`src/rtl/hfifo_drain.sv`:
```
// Read-side consumer for hfifo: pops a word whenever data is available, holds it on the
// display/LED outputs for HOLD_CYCLES, and flags any break in the incrementing word stream.
module hfifo_drain #(
  parameter int WIDTH       = 4,
  parameter int HOLD_CYCLES = 100000000,
  parameter int HOLD_W      = 28,
  parameter int COUNT_W     = 16
) (
  input  logic               SYSTEM_CLOCK,
  input  logic               reset,
  input  logic               enable,
  input  logic               fifo_rdy,
  input  logic [WIDTH-1:0]   fifo_dout,
  output logic               fifo_pop,
  output logic [WIDTH-1:0]   disp_data,
  output logic [COUNT_W-1:0] word_count,
  output logic               seq_error,
  output logic               busy,
  output logic               LED_0,
  output logic               LED_1,
  output logic               LED_2,
  output logic               LED_3
);

  typedef enum logic [0:0] {
    IDLE = 1'b0,
    HOLD = 1'b1
  } state_t;

  localparam logic [HOLD_W-1:0]  HOLD_LOAD = HOLD_W'(HOLD_CYCLES - 1);
  localparam logic [HOLD_W-1:0]  HOLD_ZERO = {HOLD_W{1'b0}};
  localparam logic [HOLD_W-1:0]  HOLD_ONE  = {{(HOLD_W-1){1'b0}}, 1'b1};
  localparam logic [COUNT_W-1:0] COUNT_MAX = {COUNT_W{1'b1}};

  // Next value of the expected stream word; wraps naturally at 2^WIDTH.
  function automatic logic [WIDTH-1:0] next_word(input logic [WIDTH-1:0] w);
    return w + {{(WIDTH-1){1'b0}}, 1'b1};
  endfunction

  // Saturating increment so the word counter never wraps back to zero.
  function automatic logic [COUNT_W-1:0] sat_inc(input logic [COUNT_W-1:0] c);
    logic [COUNT_W-1:0] r;
    if (c == COUNT_MAX) begin
      r = c;
    end else begin
      r = c + {{(COUNT_W-1){1'b0}}, 1'b1};
    end
    return r;
  endfunction

  state_t             state_r,    state_s;
  logic [HOLD_W-1:0]  hold_cnt_r, hold_cnt_s;
  logic [WIDTH-1:0]   expected_r, expected_s;
  logic [WIDTH-1:0]   disp_r,     disp_s;
  logic [COUNT_W-1:0] count_r,    count_s;
  logic               seq_err_r,  seq_err_s;
  logic               pop_r,      pop_s;
  logic               busy_r,     busy_s;

  // Next-state and next-output logic for the IDLE/HOLD sequencer.
  always_comb begin
    state_s    = state_r;
    hold_cnt_s = hold_cnt_r;
    expected_s = expected_r;
    disp_s     = disp_r;
    count_s    = count_r;
    seq_err_s  = seq_err_r;
    pop_s      = 1'b0;

    case (state_r)
      IDLE: begin
        if (enable && fifo_rdy) begin
          pop_s      = 1'b1;
          disp_s     = fifo_dout;
          hold_cnt_s = HOLD_LOAD;
          state_s    = HOLD;
          count_s    = sat_inc(count_r);
          // Resync to the captured word so one glitch reports once, not forever.
          expected_s = next_word(fifo_dout);
          if (fifo_dout != expected_r) begin
            seq_err_s = 1'b1;
          end else begin
            seq_err_s = seq_err_r;
          end
        end else begin
          state_s = IDLE;
        end
      end
      HOLD: begin
        if (hold_cnt_r != HOLD_ZERO) begin
          hold_cnt_s = hold_cnt_r - HOLD_ONE;
        end else begin
          state_s = IDLE;
        end
      end
      default: begin
        state_s    = IDLE;
        hold_cnt_s = HOLD_ZERO;
      end
    endcase

    busy_s = (state_s != IDLE);
  end

  // State and output registers; reset aborts any hold immediately.
  always_ff @(posedge SYSTEM_CLOCK or posedge reset) begin
    if (reset) begin
      state_r    <= IDLE;
      hold_cnt_r <= HOLD_ZERO;
      expected_r <= {WIDTH{1'b0}};
      disp_r     <= {WIDTH{1'b0}};
      count_r    <= {COUNT_W{1'b0}};
      seq_err_r  <= 1'b0;
      pop_r      <= 1'b0;
      busy_r     <= 1'b0;
    end else begin
      state_r    <= state_s;
      hold_cnt_r <= hold_cnt_s;
      expected_r <= expected_s;
      disp_r     <= disp_s;
      count_r    <= count_s;
      seq_err_r  <= seq_err_s;
      pop_r      <= pop_s;
      busy_r     <= busy_s;
    end
  end

  assign fifo_pop   = pop_r;
  assign disp_data  = disp_r;
  assign word_count = count_r;
  assign seq_error  = seq_err_r;
  assign busy       = busy_r;
  assign LED_0      = disp_r[0];
  assign LED_1      = disp_r[1];
  assign LED_2      = disp_r[2];
  assign LED_3      = disp_r[3];

endmodule

```
`config.mk`:
```
export PLATFORM = sky130hd
export DESIGN_NAME = hfifo_drain
export DESIGN_NICKNAME = d
export VERILOG_FILES = /design/src/rtl/hfifo_drain.sv
export SDC_FILE = /design/constraint.sdc
export NUM_CORES = 1
export LEC_CHECK = 0
export ABC_AREA = 0
export CORE_UTILIZATION = 55
export DETAILED_ROUTE_END_ITERATION = 8
export PLACE_DENSITY = 0.81
export SLEW_MARGIN = 25
export SYNTH_ARGS = -nofsm -noshare
export SYNTH_HDL_FRONTEND = slang
export SYNTH_SLANG_ARGS = --single-unit
```
`constraint.sdc`:
```
create_clock -name SYSTEM_CLOCK -period 2.81 [get_ports SYSTEM_CLOCK]
set_input_delay 0.562 -clock SYSTEM_CLOCK [delete_from_list [all_inputs] [get_ports SYSTEM_CLOCK]]
set_output_delay 0.562 -clock SYSTEM_CLOCK [all_outputs]
set_load 0.005 [all_outputs]
```
## Word level (Yosys, flattened, before mapping)

Cells that the tools add are included.

| storage, ports and cells | value |
|---|---|
| flip-flop bits (word level) | 55 |
| input bits | 8 |
| output and inout bits | 27 |
| word-level logic and storage cells | 29 |

| cells by class | value |
|---|---|
| equality and inequality tests | 4 |
| bitwise operators | 2 |
| add/sub/neg operators | 3 |
| muxes and demuxes | 7 |
| reductions and logical operators | 6 |

Operators by type and width:

| kind | number |
|---|---|
| 2-to-1 mux 28 bit | 2 |
| one-hot mux 28 bit (2 select lines) | 1 |
| nonzero test 28 bit | 1 |
| subtractor 28 x 1 -> 28 bit, second input constant | 1 |
| adder 16 x 1 -> 16 bit, second input constant | 1 |
| equality test 16 bit, second input constant | 1 |
| AND reduction 3 bit | 2 |
| adder 4 x 1 -> 4 bit, second input constant | 1 |
| != test 4 bit | 1 |
| AND reduction 2 bit | 2 |
| 2-to-1 mux 1 bit | 3 |
| != test 2 x 1 -> 1 bit, second input constant | 1 |
| != test 2 bit, second input constant | 1 |
| NOT 1 bit | 2 |
| one-hot mux 1 bit (2 select lines) | 1 |
| logical AND 1 bit | 1 |

## Logic depth before layout (Yosys ltp)

| logic depth | value |
|---|---|
| word-level depth | 3 |
| depth in mapped cells | 9 |
| mapped depth without buffers | 7 |

## Worst setup path after synthesis

No wires, ideal clock.

| timing path | value |
|---|---|
| path kind | reg-to-reg |
| start | register hold_cnt_r[12] |
| end | register hold_cnt_r[2] |
| path buffers | 2 |
| stages on the path, launching flop included | 8 |
| period minus slack after synthesis | 2.392 ns |
| arrival | 2.248 ns |
| slack | 0.418 ns |
| data required time | 2.665 ns |
| setup time | 0.145 ns |
| cells stage by stage | dfrtp_1 -> or4_4 -> buf_6 -> or3_4 -> or3_1 -> buf_6 -> a311oi_1 -> a41oi_1 |

| between the ends | value |
|---|---|
| longest elaborated chain between the ends | 3 |

RTL lines:

| what | line | source |
|---|---|---|
| start, declared | 52 | `logic [HOLD_W-1:0] hold_cnt_r, hold_cnt_s;` |
| start signal, assigned | 118 | `hold_cnt_r <= hold_cnt_s;` |
| nonzero test 28 bit | 90 | `if (hold_cnt_r != HOLD_ZERO) begin` |
| != test 2 x 1 -> 1 bit (no source line) | -- |  |
| AND reduction 2 bit (no source line) | -- |  |

Every way passes these cells.
A chain may end at the register's enable or synchronous reset.

## Worst setup path after layout

| timing path | value |
|---|---|
| start | register hold_cnt_r[0] |
| end | register hold_cnt_r[2] |

| between the ends | value |
|---|---|
| longest elaborated chain between the ends | 3 |
| elaborated cells between the ends (all ways) | 6 |
| those cells by class | add/sub: 1; eq/ne: 1; mux: 2; reduce/logical: 2 |

RTL lines:

| what | line |
|---|---|
| subtractor 28 x 1 -> 28 bit / nonzero test 28 bit (equally long branches) | 91, 90 |
| 2-to-1 mux 28 bit / != test 2 x 1 -> 1 bit (equally long branches) | -- |
| one-hot mux 28 bit (2 select lines) / AND reduction 2 bit (equally long branches) | -- |

Parallel ways exist; a longest one is shown, timed or not. The select of a mux whose other input is x is not followed.

==> reports/results.ini <==
[power]
pwr-share-clk_pct=34.3
power_frac_seq_pct=56.4
power_leakage_nw=1.32
p_int_mw=1.20
irDropWorstVdd_mv=0.340
powerDensity_nw_per_um2=486
fin_total_pwr_mw=1.62
switching_share_pct=25.9
p_comb_share_pct=9.3
p_sw_uw=418

[global_routing]
antenna_found_initial=0
grt_pass1_vias=2084
grt.total_usage_pct=22.9
overflow=0
grt_first_pass_wirelength_um=9490
grt_busiest_layer=met2
grt.met3_usage_pct=4.25
grt_use_met1_pct=31.2
met2_usage_pct=36.4
grt_max_degree=25

[clock_network]
ctsResizeCount=0
clock_sinks=55
clockRootBuffer=clkbuf_8
cts_buffers=5
postCtsHoldBufs=0
cts_tree=yes
h-tree-depth=2
clkTransAtPathRegs_ns=0.11
cts_buffer_depth=2
postCtsSetupBuffers=0
clkLatencyLatePin_ns=0.31

[yosys]
synthMuxAreaShare_pct=2.93
syn-instance-count=273
async_flop_share_pct=100
synthFlopType=dfrtp_1
ys_ff_latch=55
syn_nets=285
yosys.area_share.simple_pct=24.4
ys_warn_count=0
synth_seq_area_share_pct=48.8
synth.avg_cell_area_sq_um=10.3
synth_top_family_by_area=simple AND/OR/NAND/NOR gates
synth_cell_types=47
synth_compound_area_share_pct=10.5
yosys.area_share.adder_pct=1.77
syn_area_sq_um=2820
synth_xor_area_share_pct=7.45
synth_edf_count=0

[placed_design]
dp_hpwl_um=3930
io_buffer_count=34
place_congestion=0.832

[routing]
drc=0
drt-vias-per-instance=5.87
drt_wl_total_um=5600
ant_nets=0
wl_per_cell_um=14.9
dr.pass1.iters=5
drt_iter0_drc=175
vias=2207

[setup_path]
cp_slowest_cell=or3_1
ff2ff_path_depth=7
crit_arrival_ns=2.73
cp-start-kind=flop
worstReg2RegStart=hold_cnt_r[0]
path_cells=inv_1, ha_1, nor4b_1, nand4_1, or3_1, a311oi_1, a41oi_1
cp_max_fo=9
critPathMaxStageDelay_ns=0.61
criticalPathCategory=flop to flop
critical_path_required_ns=2.98
cp-startpoint=hold_cnt_r[0]
endpoint_kind=flop

[sta]
hold_violations=0
worstMarginPinSlew_ns=0.478
rsz0062_at_grt=no
setup_tns_ns=0
finClkSkew_ns=0.00634
max_freq_mhz=391
finalSetupViolCount=0
slew_viol_final=0
min_period_ns=2.55
period_share_pct=90.9
slew_headroom_pct=67.9

[floorplan]
start_util_pct=58.6
die_h_um=73.6
die_w_um=73.6
fp.dieArea_sq_um=5420
core_sq_um=4820
io_pins=35
rows=25

[finish]
final_layout_size_suffix_gt1_share_pct=10.0
syn_to_final_growth_pct=17.9
nFillCells=369
num_antenna_cells=0
nNetsFinal=320

[job]
max-cap-violations=0

[worst_hold_path]
min_path_type=flop to flop
hold_depth=1
hp-start=seq_error

[outcome]
status=completed

[logic make-up (layout without fill, tap and decap cells)]
group	after synthesis	after routing
AOI/OAI and AO/OA	41	41
adders and majority gates	4	4
muxes	8	8
DFF	55	55
buffers and inverters	20	56
xor gates and xnor gates	24	24
and+or+nand+nor	121	121
[power by group through the flow]
stage	Clock [mW]	Combinational (mW)	Sequential, mW
floorplan	0	0.111	0.908
global placement	0	0.147	0.921
detailed placement	0	0.153	0.923
CTS	0.563	0.153	0.909
global route	0.595	0.170	0.923
finish	0.553	0.151	0.911
[metal layers]
| metal | vias up | part of all wire, % |
|---|---|---|
| met5 | - | 0 |
| met4 | 0 | 1.3 |
| met3 | 10 | 3.8 |
| met2 | 71 | 49 |
| met1 | 1059 | 46 |
| li1 | 1067 | - |
[worst max-delay path, delay by kind of cell, from the launching register on]
kind / cells / cell delay [ns]
adder cells (fa/ha/maj): 1 / 0.15
AND/OR/NAND/NOR: 3 / 1.37
flip-flops: 1 / 0.41
AO/OA/AOI/OAI: 2 / 0.38
buffers and inverters: 1 / 0.11
[metrics by stage]
stage	utilization (%)	cell area (sq um)	hold slack [ns]	setup WS (ns)	std cells
2_1_floorplan	-	2820	0.436	0.418	273
3_3_place_gp	66.6	3210	0.448	0.411	368
3_5_place_dp	66.6	3210	0.446	0.317	368
4_1_cts	69.1	3330	0.476	0.302	376
5_1_grt	69.1	3330	0.504	0.0544	376
6_report	69.1	3330	0.465	0.255	376
[layout by cell type (no fill, tap or decap), types with 9 or more instances in the layout]
master and count:
nor4_1 9, xor2_1 9, nand2_1 34, nor3_1 12, xnor2_1 15, dfrtp_1 55
nand3_1 9, clkdlybuf4s50_1 34, nor2_1 14
[area by class of cell]
| cell class | instances | area (sq um) | share of cell area (%) |
|---|---|---|---|
| well taps | 67 | 83.8 | 2.52 |
| inverters | 7 | 26.3 | 0.790 |
| clock buffers | 5 | 68.8 | 2.07 |
| repair buffers | 41 | 393 | 11.8 |
| clock inverters | 3 | 50.0 | 1.50 |
| flip-flops and latches | 55 | 1380 | 41.4 |
| multi-input cells | 198 | 1330 | 39.9 |
[sequential cells by signal, summed over array words and instances, names as in the netlist]
signal / flops
disp_data: 4
seq_error: 1
expected_r: 4
busy: 1
word_count: 16
hold_cnt_r: 28
fifo_pop: 1
[Yosys cell counts, types with 3 or more instances]
cell type  number  share of area (%)
nor3_1         12                2.1
o31ai_1         6                1.6
nor2_1         14                1.9
o21ai_0         5               0.89
a21oi_1         8                1.4
nor4_1          9                2.0
buf_4           5                1.3
buf_6           3                1.2
o21ai_1         5               0.89
nand4_1         8                1.8
dfrtp_1        55                 49
xnor2_1        15                4.7
mux2i_1         6                2.1
or3b_1          3               0.93
or2_2           5                1.1
or3_1           7                1.6
nand2_1        34                4.5
or4_1           6                1.6
nand3_1         9                1.6
xor2_1          9                2.8
ha_1            4                1.8
inv_1           7               0.93
[path summary, 6_finish.rpt]
| path | endpoint | slack (ns) |
|---|---|---|
| min in group asynchronous | expected_r[3] | 0.57 |
| min reg2reg | seq_error | 0.47 |
| min | seq_error | 0.47 |
| max reg2reg | hold_cnt_r[2] | 0.26 |
| max | hold_cnt_r[2] | 0.26 |
| max in group asynchronous | busy | 1.58 |
Note: power is estimated with default switching activity, not from simulation.
